--- src/rtl/aoi_truth_scanner.sv ---
// aoi_truth_scanner
// Drives all 32 input vectors of a five-input AND-OR-INVERT gate, captures
// the gate output F for each vector into a truth table, and grades the
// captured table against a golden table.
`timescale 1ns/1ps

module aoi_truth_scanner #(
    parameter int          SETTLE   = 1,
    parameter logic [31:0] EXPECTED = 32'h0777_7777
) (
    input  logic        clk,
    input  logic        rst_n,
    input  logic        start,
    output logic        A,
    output logic        B,
    output logic        C,
    output logic        D,
    output logic        E,
    input  logic        F,
    output logic        busy,
    output logic        done,
    output logic [31:0] truth_tbl,
    output logic [5:0]  err_cnt,
    output logic [4:0]  fail_idx,
    output logic        pass
);

    typedef enum logic {IDLE, WAIT} state_t;

    localparam logic [3:0] SETTLE_CNT = 4'(SETTLE);

    state_t      state_q, state_d;
    logic [4:0]  idx_q, idx_d;
    logic [3:0]  cnt_q, cnt_d;
    logic [31:0] truth_q, truth_d;
    logic [5:0]  err_q, err_d;
    logic [4:0]  fail_q, fail_d;
    logic        pass_q, pass_d;
    logic        done_q, done_d;

    // State and datapath registers; synchronous active-low reset aborts any run.
    always_ff @(posedge clk) begin
        if (!rst_n) begin
            state_q <= IDLE;
            idx_q   <= 5'd0;
            cnt_q   <= 4'd0;
            truth_q <= 32'd0;
            err_q   <= 6'd0;
            fail_q  <= 5'd0;
            pass_q  <= 1'b0;
            done_q  <= 1'b0;
        end else begin
            state_q <= state_d;
            idx_q   <= idx_d;
            cnt_q   <= cnt_d;
            truth_q <= truth_d;
            err_q   <= err_d;
            fail_q  <= fail_d;
            pass_q  <= pass_d;
            done_q  <= done_d;
        end
    end

    // Next state: start is only honoured in IDLE; the run ends after vector 31 is sampled.
    always_comb begin
        state_d = state_q;
        case (state_q)
            IDLE: if (start) state_d = WAIT;
            WAIT: if (cnt_q == 4'd0 && idx_q == 5'd31) state_d = IDLE;
            default: state_d = IDLE;
        endcase
    end

    // Datapath next values: settle countdown, F capture, grading and completion flags.
    always_comb begin
        idx_d   = idx_q;
        cnt_d   = cnt_q;
        truth_d = truth_q;
        err_d   = err_q;
        fail_d  = fail_q;
        pass_d  = pass_q;
        done_d  = 1'b0;
        if (state_q == IDLE) begin
            if (start) begin
                idx_d   = 5'd0;
                cnt_d   = SETTLE_CNT;
                truth_d = 32'd0;
                err_d   = 6'd0;
                fail_d  = 5'd0;
                pass_d  = 1'b0;
            end
        end else if (cnt_q != 4'd0) begin
            cnt_d = cnt_q - 4'd1;
        end else begin
            truth_d[idx_q] = F;
            if (F != EXPECTED[idx_q]) begin
                err_d = err_q + 6'd1;
                if (err_q == 6'd0) fail_d = idx_q;
            end
            if (idx_q == 5'd31) begin
                done_d = 1'b1;
                pass_d = (err_d == 6'd0);
            end else begin
                idx_d = idx_q + 5'd1;
                cnt_d = SETTLE_CNT;
            end
        end
    end

    // Outputs: stimulus comes straight from the registered vector index.
    always_comb begin
        {A, B, C, D, E} = idx_q;
        busy      = (state_q == WAIT);
        done      = done_q;
        truth_tbl = truth_q;
        err_cnt   = err_q;
        fail_idx  = fail_q;
        pass      = pass_q;
    end

endmodule

--- config.mk ---
export PLATFORM = sky130hd
export DESIGN_NAME = aoi_truth_scanner
export DESIGN_NICKNAME = d
export VERILOG_FILES = /design/src/rtl/aoi_truth_scanner.sv
export SDC_FILE = /design/constraint.sdc
export NUM_CORES = 1
export LEC_CHECK = 0
export BUFFER_PORTS_ARGS = -buffer_cell sky130_fd_sc_hd__buf_2
export CAP_MARGIN = 20
export CORE_MARGIN = 1
export CORE_UTILIZATION = 50
export DETAILED_ROUTE_END_ITERATION = 8
export PLACE_DENSITY = 0.73
export SLEW_MARGIN = 10
export SYNTH_ARGS = -nofsm -noshare
export SYNTH_HDL_FRONTEND = slang
export SYNTH_SLANG_ARGS = --single-unit
--- constraint.sdc ---
create_clock -name clk -period 2.39 [get_ports clk]
set_input_delay 0.239 -clock clk [delete_from_list [all_inputs] [get_ports clk]]
set_output_delay 0.239 -clock clk [all_outputs]
set_load 0.02 [all_outputs]
==> impl.org <==
** Pwr
- Internal power comes to roughly 1.4 mW.
- Of the total power, combinational logic draws just under 20%.
- In this run, the clock network consumes a little under a third of the power.
- The share of total power dissipated in sequential elements is 49.0%.
- In this run the power spent charging and discharging nets is 0.5753 mW.
- Across the VDD grid, the largest voltage drop is 279.1 uV.
- For this design the static power due to leakage is between 1 and 1.5 nW.
- Power density relative to cell area :: 595.9 nW/um^2
- The completed layout was analyzed and its total power is 1.998 mW.
- In this run switching power makes up 28.79% of total power.

** Timing
- Skew final :: 8.347 ps
- RSZ-0062 raised after global routing :: false
- The final critical path takes up 88.03% of the cycle.
- Measured against its own limit, the worst slew margin works out to ~45%.
- For this run, the top clock speed supported by timing is 0.4753 GHz.
- At the pin with the least slew margin, the transition time is 821.0 ps.
- Post-layout minimum cycle time :: roughly 2100 ps
- Number of hold-slack violations in the final timing report :: 0
- Accumulated negative setup slack :: 0 ps
- Final-report max-slew violation count :: 0
- Total of endpoints with negative setup slack in the final report :: 0

** CTS
- Clk_lat worst skew :: 310 ps
- Number of sinks handled by clock tree synthesis :: between 50 and 60
- The tree is rooted in a sky130_fd_sc_hd__clkbuf_8.
- TritonCTS built the clock tree.
- Clock tree synthesis inserted a total of 5 buffers.
- CTS built an H-tree with a depth of 2.
- Clock-pin slew was measured on the worst setup and hold paths at 100 ps.
- Buffers from clock root to sink, at most :: 2

** Setup path
- Crit path max fanout :: 8
- Slowest Stage Delay on Critical Path :: 410 ps
- The worst setup path is captured at a register.
- For the worst setup path, the data required time is 2600 ps.
- Data on the critical path arrives at its endpoint at 2310 ps.
- Critical setup path kind :: register to register
- Traced cell by cell, the critical path runs through ha_1 > and3_1 > ha_1 > and2b_1 > a211oi_2 > nand2b_1 > xnor2_1 > and3_1.
- The critical path contains buffers and inverters numbering 0 combined.
- Startpoint type of the worst setup path :: register
- The slowest stage of the critical path belongs to the cell sky130_fd_sc_hd__dfxtp_2.
- Largest delay share family, worst path :: simple AND/OR/NAND/NOR gates

** Global route
- Most utilized layer in the global route result :: met2
- Final global-route overflow total :: 0
- Total routing resource utilization after global routing :: 23.29%
- The number of global-route vias before repair was approximately 2400.
- For this run, global-route usage on met1 was measured as between 30% and 40%.
- GR Util met3 :: under 10%
- Global-route wire length before repair :: 11.34 mm
- For this run, global-route usage on met2 was measured as 36.67%.
- Initial antenna violation count :: 0
- Entering global routing, the biggest net connects 33 pins.

** Synth
- By count the netlist is led by 56 x sky130_fd_sc_hd__dfxtp_1, 45 x sky130_fd_sc_hd__nand3_1, 39 x sky130_fd_sc_hd__a21boi_0, 39 x sky130_fd_sc_hd__nand2_1, 18 x sky130_fd_sc_hd__o211ai_1.
- Sequential cells were found to cover 38.74% of the synthesized design area.
- Among all cell types in the netlist, the one instantiated most often is sky130_fd_sc_hd__dfxtp_1.
- Cell types occupying the most area after synthesis :: sky130_fd_sc_hd__dfxtp_1 39%, sky130_fd_sc_hd__a21boi_0 10%, sky130_fd_sc_hd__nand3_1 7.8%
- Share of the synthesized area in the top cell type :: between 30% and 40%
- Counting flops and latches in the post-synthesis netlist gives 56.
- Synthesis instantiated 44 different standard cells from the library.
- Of all flip-flops after synthesis, the portion carrying an async set or reset was 0%.
- Counting flops with a built-in enable in the synthesized netlist gives 0.
- Instance count of the mapped netlist :: 350
- The biggest area contributor in the post-synthesis netlist is sky130_fd_sc_hd__dfxtp_1.
- Synthesized Nets :: 363
- In the synthesized netlist the dominant register cell turns out to be sky130_fd_sc_hd__dfxtp_1.
- Warnings, synthesis :: 0
- Mean instance size in the synthesized netlist :: 8.269 um^2
- Post-Synthesis Cell Area :: approximately 2900 um^2

** Floorplan
- Once the floorplan was initialized, standard cells occupied 52.24% of the core.
- In this run the core area contains 27 standard-cell rows.
- Standard cell core area :: 5540 um^2
- Floorplan die height :: between 70 and 80 um
- Die X-Extent :: approximately 78 um
- Area of the die :: 6096 um^2
- I/O pin count :: between 50 and 60

** Detailed routing
- Iteration-0 DRC Markers :: 185
- Number of search-and-repair iterations in the first detailed-routing pass :: 4
- Wire length reported by the detailed router :: a little under 7 mm
- Vias per std cell :: 5.648
- Number of routed nets with antenna violations :: 0
- Routed vias :: approximately 2600
- In the final routed layout, each cell accounts on average for between 10 and 15 um.
- For this run, design rule violations remaining after detail routing come to 0.

** Final layout
- Antenna cell count :: 0
- FF+latch area :: 1122 um^2
- Area used by multi-input combinational logic :: 1624 um^2
- Layout area overhead :: 15.87%
- At the end of the flow, the number of nets in the layout was 409.
- Fillcell total :: 523
- The post-route netlist has 20.65% of its cells at a drive strength greater than 1.

** Place
- Detail Placement HPWL :: about 4.8 mm
- GPL Wtd Cong :: 0.8414
- During placement, the flow inserted port buffers numbering 54.

** Status
- Outcome :: finished, final reports clean

** Flow run
- The tool flagged a number of max-cap violations equal to 0.

** Worst hold path
- The min-delay analysis places its worst path in the category input port to register.
-- power groups by stage --
stage	combinational (mW)	sequential, mW	clock, mW
floorplan	0.269	1.02	0
global placement	0.381	1.00	0
detailed placement	0.383	1.00	0
CTS	0.384	0.980	0.652
global route	0.427	0.986	0.672
finish	0.386	0.980	0.632
-- worst min-delay path: stages --
cell,delay [ps]
sky130_fd_sc_hd__buf_2,100
sky130_fd_sc_hd__nor2_1,80
sky130_fd_sc_hd__o21ai_0,150
sky130_fd_sc_hd__a21boi_0,70
-- sequential cells by signal (all words and copies together), names as in the netlist, named ones only --
register,cells
err_cnt,6
fail_idx,5
cnt_q,4
done,1
truth_tbl,32
idx_q,5
pass,1
busy,1
-- layer usage --
| metal | wire length [um] | vias to the layer above |
|---|---|---|
| met1 | 3243 | 1252 |
| met4 | 78 | 0 |
| li1 | - | 1325 |
| met5 | 0 | - |
| met2 | 3090 | 66 |
| met3 | 332 | 6 |
-- repair_timing --
| action | 4_1_cts | 5_1_grt |
|---|---|---|
| buffers inserted | 0 | 0 |
| gates resized for setup | 0 | 1 |
| hold endpoints to repair | 0 | 0 |
| hold buffers | 0 | 0 |
| setup endpoints to repair | 0 | 1 |
-- path summary, 6_finish.rpt --
check | start | to | slack (ps) | cells past startpoint
min | start | truth_tbl[30]$_SDFFE_PN0P_ | 370 | 4
min reg2reg | truth_tbl[10]$_SDFFE_PN0P_ | truth_tbl[10]$_SDFFE_PN0P_ | 480 | 2
max reg2reg | idx_q[1]$_SDFFE_PN0N_ | cnt_q[2]$_SDFFE_PN0P_ | 290 | 8
max | idx_q[1]$_SDFFE_PN0N_ | cnt_q[2]$_SDFFE_PN0P_ | 290 | 8
-- final cells by class --
type	count	share of cell area, %
repair buffers	69	11.42
clock inverters	2	1.157
inverters	6	0.6716
flip-flops and latches	56	33.47
clock buffers	6	2.164
multi-input cells	258	48.43
well taps	72	2.687
-- through the flow --
step / hold slack [ps] / std cells / utilization (%) / setup slack, ps / instance area [um^2]
after CTS: 353.9 / 469 / 60.50 / 184.5 / 3352
final: 370.1 / 469 / 60.52 / 286.2 / 3353
after global routing: 401.4 / 469 / 60.52 / 103.3 / 3353
after floorplan: 409.2 / 350 / - / 258.0 / 2894
after global placement: 459.8 / 461 / 58.49 / 337.1 / 3241
after detailed placement: 465.2 / 461 / 58.49 / 216.2 / 3241
-- placed cells by master (no fill, tap or decap), types with 2 or more instances in the layout --
master / count
sky130_fd_sc_hd__a21boi_0: 39
sky130_fd_sc_hd__a21oi_1: 6
sky130_fd_sc_hd__a31oi_1: 2
sky130_fd_sc_hd__a32oi_1: 2
sky130_fd_sc_hd__and2_1: 15
sky130_fd_sc_hd__and3_1: 7
sky130_fd_sc_hd__and3b_1: 2
sky130_fd_sc_hd__buf_2: 54
sky130_fd_sc_hd__buf_4: 15
sky130_fd_sc_hd__clkbuf_8: 5
sky130_fd_sc_hd__dfxtp_1: 55
sky130_fd_sc_hd__ha_1: 9
sky130_fd_sc_hd__inv_1: 6
sky130_fd_sc_hd__nand2_1: 39
sky130_fd_sc_hd__nand2b_1: 3
sky130_fd_sc_hd__nand3_1: 45
sky130_fd_sc_hd__nand3b_1: 2
sky130_fd_sc_hd__nand4_1: 4
sky130_fd_sc_hd__nand4b_1: 2
sky130_fd_sc_hd__nor2_1: 11
sky130_fd_sc_hd__nor2b_1: 4
sky130_fd_sc_hd__nor3_1: 2
sky130_fd_sc_hd__nor3b_1: 5
sky130_fd_sc_hd__o211ai_1: 18
sky130_fd_sc_hd__o21ai_0: 17
sky130_fd_sc_hd__or3_1: 2
sky130_fd_sc_hd__xnor2_1: 3
sky130_fd_sc_hd__xor2_1: 3
-- cells by family after synthesis --
group	synth area share, %
compound gates	22.22
xor+xnor	2.378
fa+ha+maj	3.891
buf+inv	5.145
flops	38.74
simple gates	27.63
No activity file was read; power rests on OpenSTA's default activity.
